### src/rtl/avl_axi_stream_fifo.sv
// AXI-Stream buffer with configurable depth, optional store-and-forward
// packet release, fill level, and drop detection for sources without tready.
// m_ outputs are registered from the next head, so a beat written at one
// edge is visible right after it and can be taken at the following edge.
module avl_axi_stream_fifo #(
    parameter int VERSION       = 4,
    parameter int TDATA_WIDTH   = 32,
    parameter int TID_WIDTH     = 0,
    parameter int TDEST_WIDTH   = 0,
    parameter int TUSER_WIDTH   = 0,
    parameter int DEPTH         = 16,
    parameter int PACKET_MODE   = 0,
    parameter int Tready_Signal = 1,
    localparam int SW = (TDATA_WIDTH / 8 > 0) ? TDATA_WIDTH / 8 : 1,
    localparam int IW = (TID_WIDTH > 0) ? TID_WIDTH : 1,
    localparam int DW = (TDEST_WIDTH > 0) ? TDEST_WIDTH : 1,
    localparam int UW = (TUSER_WIDTH > 0) ? TUSER_WIDTH : 1,
    localparam int AW = (DEPTH > 1) ? $clog2(DEPTH) : 1,
    localparam int PW = AW + 1
) (
    input  logic                   aclk,
    input  logic                   areset,
    input  logic                   s_tvalid,
    output logic                   s_tready,
    input  logic [TDATA_WIDTH-1:0] s_tdata,
    input  logic [SW-1:0]          s_tstrb,
    input  logic [SW-1:0]          s_tkeep,
    input  logic                   s_tlast,
    input  logic [IW-1:0]          s_tid,
    input  logic [DW-1:0]          s_tdest,
    input  logic [UW-1:0]          s_tuser,
    input  logic                   s_twakeup,
    output logic                   m_tvalid,
    input  logic                   m_tready,
    output logic [TDATA_WIDTH-1:0] m_tdata,
    output logic [SW-1:0]          m_tstrb,
    output logic [SW-1:0]          m_tkeep,
    output logic                   m_tlast,
    output logic [IW-1:0]          m_tid,
    output logic [DW-1:0]          m_tdest,
    output logic [UW-1:0]          m_tuser,
    output logic                   m_twakeup,
    output logic [PW-1:0]          level,
    output logic                   overflow
);

    localparam int CW = TDATA_WIDTH + 2 * SW + 1;

    if (TDATA_WIDTH <= 0 || (TDATA_WIDTH % 8) != 0) begin : g_bad_tdata
        $fatal(1, "avl_axi_stream_fifo: TDATA_WIDTH must be a positive multiple of 8");
    end
    if (DEPTH < 2 || (DEPTH & (DEPTH - 1)) != 0) begin : g_bad_depth
        $fatal(1, "avl_axi_stream_fifo: DEPTH must be a power of two and at least 2");
    end

    logic [PW-1:0] wr_ptr, rd_ptr, wr_ptr_nx, rd_ptr_nx;
    logic [PW-1:0] pkt_cnt, pkt_cnt_nx;
    logic          forced, forced_nx;
    logic          empty, full, empty_nx, full_nx;
    logic          push, pop, fwd, valid_nx;
    logic [AW-1:0] wr_idx, rd_idx_nx;
    logic [CW-1:0] core_mem [DEPTH];
    logic [CW-1:0] core_in, core_head;

    assign empty = (wr_ptr == rd_ptr);
    assign full  = (wr_ptr[AW-1:0] == rd_ptr[AW-1:0]) && (wr_ptr[AW] != rd_ptr[AW]);

    // A source that ignores s_tready is gated by fullness alone; that is
    // where a beat can be lost and overflow gets raised.
    assign push = s_tvalid && ((Tready_Signal != 0) ? s_tready : !full);
    assign pop  = m_tvalid && m_tready;

    assign wr_ptr_nx = wr_ptr + PW'(push);
    assign rd_ptr_nx = rd_ptr + PW'(pop);
    assign empty_nx  = (wr_ptr_nx == rd_ptr_nx);
    assign full_nx   = (wr_ptr_nx[AW-1:0] == rd_ptr_nx[AW-1:0]) &&
                       (wr_ptr_nx[AW] != rd_ptr_nx[AW]);
    assign wr_idx    = wr_ptr[AW-1:0];
    assign rd_idx_nx = rd_ptr_nx[AW-1:0];
    assign level     = wr_ptr - rd_ptr;

    // The next head is the beat being written when the buffer drains to it.
    assign fwd       = push && (wr_ptr == rd_ptr_nx);
    assign core_in   = {s_tlast, s_tkeep, s_tstrb, s_tdata};
    assign core_head = fwd ? core_in : core_mem[rd_idx_nx];

    // Packet accounting and release decision for the beat presented next.
    always_comb begin
        pkt_cnt_nx = pkt_cnt;
        forced_nx  = 1'b0;
        valid_nx   = !empty_nx;
        if (PACKET_MODE != 0) begin
            if ((push && s_tlast) && !(pop && m_tlast))
                pkt_cnt_nx = pkt_cnt + PW'(1);
            else if (!(push && s_tlast) && (pop && m_tlast))
                pkt_cnt_nx = pkt_cnt - PW'(1);
            // A full buffer holding no complete packet would deadlock, so it
            // releases cut-through until the packet at the head ends.
            forced_nx = full_nx || (forced && !(pop && m_tlast));
            valid_nx  = !empty_nx && ((pkt_cnt_nx != '0) || forced_nx);
        end
    end

    // Payload storage, written only on accepted beats and never cleared.
    always_ff @(posedge aclk) begin
        if (push) core_mem[wr_idx] <= core_in;
    end

    // Pointers, packet state, handshake flags and the registered head beat.
    always_ff @(posedge aclk or posedge areset) begin
        if (areset) begin
            wr_ptr   <= '0;
            rd_ptr   <= '0;
            pkt_cnt  <= '0;
            forced   <= 1'b0;
            m_tvalid <= 1'b0;
            s_tready <= 1'b0;
            overflow <= 1'b0;
            {m_tlast, m_tkeep, m_tstrb, m_tdata} <= '0;
        end else begin
            wr_ptr   <= wr_ptr_nx;
            rd_ptr   <= rd_ptr_nx;
            pkt_cnt  <= pkt_cnt_nx;
            forced   <= forced_nx;
            m_tvalid <= valid_nx;
            // level_next < DEPTH is exactly "not full after this edge".
            s_tready <= !full_nx;
            if ((Tready_Signal == 0) && s_tvalid && full) overflow <= 1'b1;
            if (!empty_nx) {m_tlast, m_tkeep, m_tstrb, m_tdata} <= core_head;
        end
    end

    if (TID_WIDTH > 0) begin : g_tid
        logic [IW-1:0] tid_mem [DEPTH];
        // tid storage follows the core payload path.
        always_ff @(posedge aclk) begin
            if (push) tid_mem[wr_idx] <= s_tid;
        end
        // Registered tid of the next head.
        always_ff @(posedge aclk or posedge areset) begin
            if (areset) m_tid <= '0;
            else if (!empty_nx) m_tid <= fwd ? s_tid : tid_mem[rd_idx_nx];
        end
    end else begin : g_no_tid
        wire unused_tid = ^s_tid;
        assign m_tid = '0;
    end

    if (TDEST_WIDTH > 0) begin : g_tdest
        logic [DW-1:0] tdest_mem [DEPTH];
        // tdest storage follows the core payload path.
        always_ff @(posedge aclk) begin
            if (push) tdest_mem[wr_idx] <= s_tdest;
        end
        // Registered tdest of the next head.
        always_ff @(posedge aclk or posedge areset) begin
            if (areset) m_tdest <= '0;
            else if (!empty_nx) m_tdest <= fwd ? s_tdest : tdest_mem[rd_idx_nx];
        end
    end else begin : g_no_tdest
        wire unused_tdest = ^s_tdest;
        assign m_tdest = '0;
    end

    if (TUSER_WIDTH > 0) begin : g_tuser
        logic [UW-1:0] tuser_mem [DEPTH];
        // tuser storage follows the core payload path.
        always_ff @(posedge aclk) begin
            if (push) tuser_mem[wr_idx] <= s_tuser;
        end
        // Registered tuser of the next head.
        always_ff @(posedge aclk or posedge areset) begin
            if (areset) m_tuser <= '0;
            else if (!empty_nx) m_tuser <= fwd ? s_tuser : tuser_mem[rd_idx_nx];
        end
    end else begin : g_no_tuser
        wire unused_tuser = ^s_tuser;
        assign m_tuser = '0;
    end

    if (VERSION >= 5) begin : g_wakeup
        // Wakeup reflects the source request or any buffered beat, one cycle late.
        always_ff @(posedge aclk or posedge areset) begin
            if (areset) m_twakeup <= 1'b0;
            else        m_twakeup <= s_twakeup || !empty;
        end
    end else begin : g_no_wakeup
        wire unused_twakeup = s_twakeup;
        assign m_twakeup = 1'b0;
    end

endmodule

### config.mk
export PLATFORM = sky130hd
export DESIGN_NAME = avl_axi_stream_fifo
export DESIGN_NICKNAME = d
export VERILOG_FILES = /design/src/rtl/avl_axi_stream_fifo.sv
export SDC_FILE = /design/constraint.sdc
export NUM_CORES = 1
export LEC_CHECK = 0
export BUFFER_PORTS_ARGS = -buffer_cell sky130_fd_sc_hd__buf_2
export CORE_MARGIN = 10
export CORE_UTILIZATION = 56
export CTS_CLUSTER_DIAMETER = 30
export CTS_CLUSTER_SIZE = 16
export DETAILED_ROUTE_END_ITERATION = 12
export GPL_TIMING_DRIVEN = 1
export PLACE_DENSITY_LB_ADDON = 0.3
export RECOVER_POWER = 50
export SETUP_SLACK_MARGIN = 0.4
export SYNTH_ARGS = -nofsm -noshare
export SYNTH_HDL_FRONTEND = slang
export SYNTH_SLANG_ARGS = --single-unit
### constraint.sdc
create_clock -name aclk -period 4.65 [get_ports aclk]
set_clock_uncertainty 0.05 [all_clocks]
set_input_delay 1.395 -clock aclk [delete_from_list [all_inputs] [get_ports aclk]]
set_output_delay 1.395 -clock aclk [all_outputs]
set_load 0.05 [all_outputs]
==> summary.log <==
qor: setup_path.critPathTopFamily buffers and inverters
qor: run_status.status complete, but fails checks
qor: timing.final_min_period_over_clock_period 89.8%
qor: timing.layout_min_cycle_time 4.17 ns
qor: place.place_hpwl 34.1 mm
qor: global_routing.grt.total_usage 22.9%
qor: drt.drc_markers 0
qor: setup_path.cp.buffers_inverters 2
qor: setup_path.critPathSlowestCell clkbuf_2
qor: global_routing.grtUsageMet2 35.9%
qor: timing.unrepaired_setup_endpoints_after_global_routing false
qor: clock_tree.cts.root.buffer_cell clkbuf_16
qor: setup_path.startpoint_type input pin
qor: clock_tree.clock_insertion_delay_worst_skew 0.65 ns
qor: pwr.design_power_total 28.9 mW
qor: clock_tree.cts.sink_count 709
qor: die.die_y 243 um
qor: run.maxCapViolations 3
qor: setup_path.crit_path_cell_trace buf_2 -> and2_1 -> ha_4 -> nand3_4 -> xnor2_4 -> clkbuf_2 -> mux2i_1 -> o21ai_1 -> a31oi_1
qor: cells_and_area.final_util 68.8%
qor: setup_path.cp_peak_stage_delay 1.59 ns
qor: timing.endpoints_failing_hold 0
qor: timing.max_freq 0.240 GHz
qor: setup_path.critPathRequiredTime 5.16 ns
qor: logic_synthesis.post_synth.cell_area_avg 20.9 um2
qor: drt.drt-initial-drc-count 1782
qor: logic_synthesis.yosys.cell_count.top_type edfxtp_1
qor: timing.timing_max_transition_violations_final 106
qor: logic_synthesis.synth_area_leaders edfxtp_1 (70%), mux4_2 (13%), dfrtp_1 (4.7%), mux2i_1 (4.4%), a31oi_1 (0.92%)
qor: drt.firstDrtPassIters 6
qor: setup_path.crit_fanout 42
qor: place.dp_worst_setup_slack 0.437 ns
qor: logic_synthesis.synth_top_area_share 70.5%
qor: logic_synthesis.count_of_flip_flops_with_a_built_in_enable_after_synthesis 656
qor: die.die_area 0.0593 mm2
qor: logic_synthesis.syn-cell-area 0.0280 mm2
qor: die.floorplan.initialDensity 56.9%
qor: clock_tree.cts.reportedPaths.clkPinSlew 0.05 ns
qor: pwr.vdd.ir_drop.worst 699 uV
qor: timing.setup-tns-final 0 ns
qor: drt.vias 14.6k
qor: global_routing.grt-busiest-layer met2
qor: setup_path.worstSetupStartpoint m_tready
qor: global_routing.grt_first_pass_wirelength 100 mm
qor: setup_path.cp.arrival 4.68 ns
qor: die.number_of_top_level_pins 102
qor: drt.wl_per_cell 29.5 um
qor: pwr.powerDensity 854 mW/mm2
qor: drt.wl 67.5 mm
qor: place.placed_cells_incl_taps 2060
qor: cells_and_area.layoutNonFillerInstCount 2287
qor: place.place.gp.congestion 0.768
qor: place.portBuffers 92
qor: clock_tree.htree_num_levels 3
qor: logic_synthesis.postSynthRegisterBits 709
qor: global_routing.met1_usage 31.2%
qor: timing.tightest_slew 2.27 ns
qor: place.post_dp_cell_area 0.0296 mm2
qor: worst_hold_path.holdCritStartpoint m_tdata[24]
qor: setup_path.worst-setup-path-type in2reg
qor: cells_and_area.finalInstanceArea 0.0338 mm2
qor: drt.drtAntennaViolNets 0
qor: clock_tree.cts_max_path_buffers 3
qor: die.design.core.area 0.0492 mm2
qor: logic_synthesis.yosysSeqAreaShare 75.2%
qor: setup_path.rr_startpoint m_tvalid
qor: cells_and_area.nNetsFinal 1576
qor: die.floorplan.rows 81
qor: setup_path.worstSetupEndpointType register
qor: pwr.power_leakage 11.4 nW
qor: global_routing.grt_pass1_vias 15.4k
qor: logic_synthesis.ys_top_cells_by_count edfxtp_1 (656), mux4_2 (164), mux2i_1 (123)
qor: logic_synthesis.netlist.top_cell.by_area edfxtp_1
qor: die.die-width 243 um
qor: logic_synthesis.postSynth.asyncResetShare 7.48%
qor: run_status.failed_checks max-capacitance violations, max-slew violations
qor: global_routing.grt_start_max_net_pins 68
qor: logic_synthesis.netlist_instances 1341
qor: logic_synthesis.yosys_warnings 1
qor: global_routing.grt.overflow.total 0
qor: timing.finalWorstSetupSlack 0.476 ns
qor: timing.max_slew_margin -51.3%
qor: timing.setup_viol 0
qor: timing.holdWs 0.505 ns
qor: cells_and_area.drive_above_1_share 30.9%
qor: global_routing.number_of_antenna_violations_at_the_first_check_in_global_routing 1
qor: logic_synthesis.ys_types 38
qor: clock_tree.cts_tree built
qor: drt.viasPerCell 6.39
qor: global_routing.grt.met3_usage 5.12%
qor: cells_and_area.layout-area-overhead-vs-synth 21.0%
qor: worst_hold_path.holdCritPathClass reg2reg
qor: clock_tree.tritoncts.num_buffers 119
qor: logic_synthesis.dominantRegCellSynth edfxtp_1
qor: cells_and_area.antennaDiodeCount 0
cells in the final DEF (no fill, tap or decap), types with 2 or more instances in the layout:
| cell | synthesis | routed |
|---|---|---|
| a31oi_1 | 41 | 41 |
| nand3_2 | 0 | 2 |
| o21ai_1 | 41 | 41 |
| xnor2_1 | 10 | 11 |
| clkbuf_16 | 0 | 122 |
| clkinv_2 | 0 | 21 |
| nor2_1 | 15 | 4 |
| xor2_4 | 0 | 3 |
| xor2_1 | 7 | 4 |
| bufinv_16 | 0 | 21 |
| edfxtp_1 | 656 | 656 |
| dfrtp_2 | 0 | 2 |
| mux4_2 | 164 | 164 |
| ha_1 | 8 | 6 |
| nand3_1 | 49 | 47 |
| buf_4 | 14 | 39 |
| nor3_4 | 0 | 3 |
| a21oi_1 | 3 | 3 |
| buf_12 | 0 | 14 |
| a21o_1 | 2 | 2 |
| nand2_1 | 5 | 5 |
| clkinv_1 | 0 | 6 |
| conb_1 | 1 | 5 |
| inv_6 | 0 | 6 |
| clkinv_4 | 0 | 12 |
| clkbuf_1 | 39 | 59 |
| clkbuf_8 | 0 | 14 |
| nor2_4 | 0 | 11 |
| nor4_1 | 41 | 41 |
| buf_2 | 36 | 50 |
| clkinvlp_4 | 0 | 7 |
| inv_1 | 7 | 8 |
| ha_4 | 0 | 2 |
| mux2i_1 | 123 | 123 |
| dfrtp_1 | 53 | 51 |
worst min-delay path, cell delays in order, from the launching register on:
cell and delay, ns:
dfrtp_1 0.34, nor4_1 0.05, a31oi_1 0.12
state kept, by name (all words and copies together) (netlist names):
signal	count
core_mem	656
m_tkeep	4
m_tlast	1
m_tstrb	4
s_tready	1
m_tvalid	1
m_tdata	32
wr_ptr	5
rd_ptr	5
cell families after synthesis:
| kind of cell | synth area share [%] |
|---|---|
| muxes | 17.7 |
| AOI/OAI and AO/OA | 1.83 |
| adders and majority gates | 0.430 |
| buffers and inverters | 1.77 |
| other | 0.0134 |
| and+or+nand+nor | 2.42 |
| xor gates and xnor gates | 0.689 |
| DFF | 75.2 |
layer usage:
metal  up-vias  part of all wire, %
li1       5995                    -
met1      7610                   38
met2       871                   49
met3       132                   10
met4         2                  2.9
met5         -                0.016
final cells by class:
cell class,instances,area (um2)
flip-flops and latches,709,21000
fillers,2964,15300
multi-input cells,533,6670
clock buffers,152,3310
repair buffers,147,990
clock inverters,74,985
well taps,664,831
inverters,8,30.0
where the power goes:
group	total [mW]	internal [mW]	switching [mW]
combinational	11.4	4.48	6.95
sequential	8.32	7.93	0.395
clock	9.15	6.17	2.97
worst paths after layout:
kind	endpoint	slack, ns	depth (start not counted)
max	m_tdata[13]	0.48	9
min	m_tdata[24]	0.50	2
max reg2reg	m_tdata[13]	0.92	8
min reg2reg	m_tdata[24]	0.50	2
max in group asynchronous	wr_ptr[0]	1.16	3
min in group asynchronous	m_tdata[30]	1.35	2
repair_timing:
item | CTS | global route
endpoints found under the setup margin | 1 | 2
hold buffers | 0 | 0
hold endpoints to repair | 0 | 0
gates resized for setup | 2 | 1
buffers inserted | 1 | 0
No activity file was read; power rests on OpenSTA's default activity.
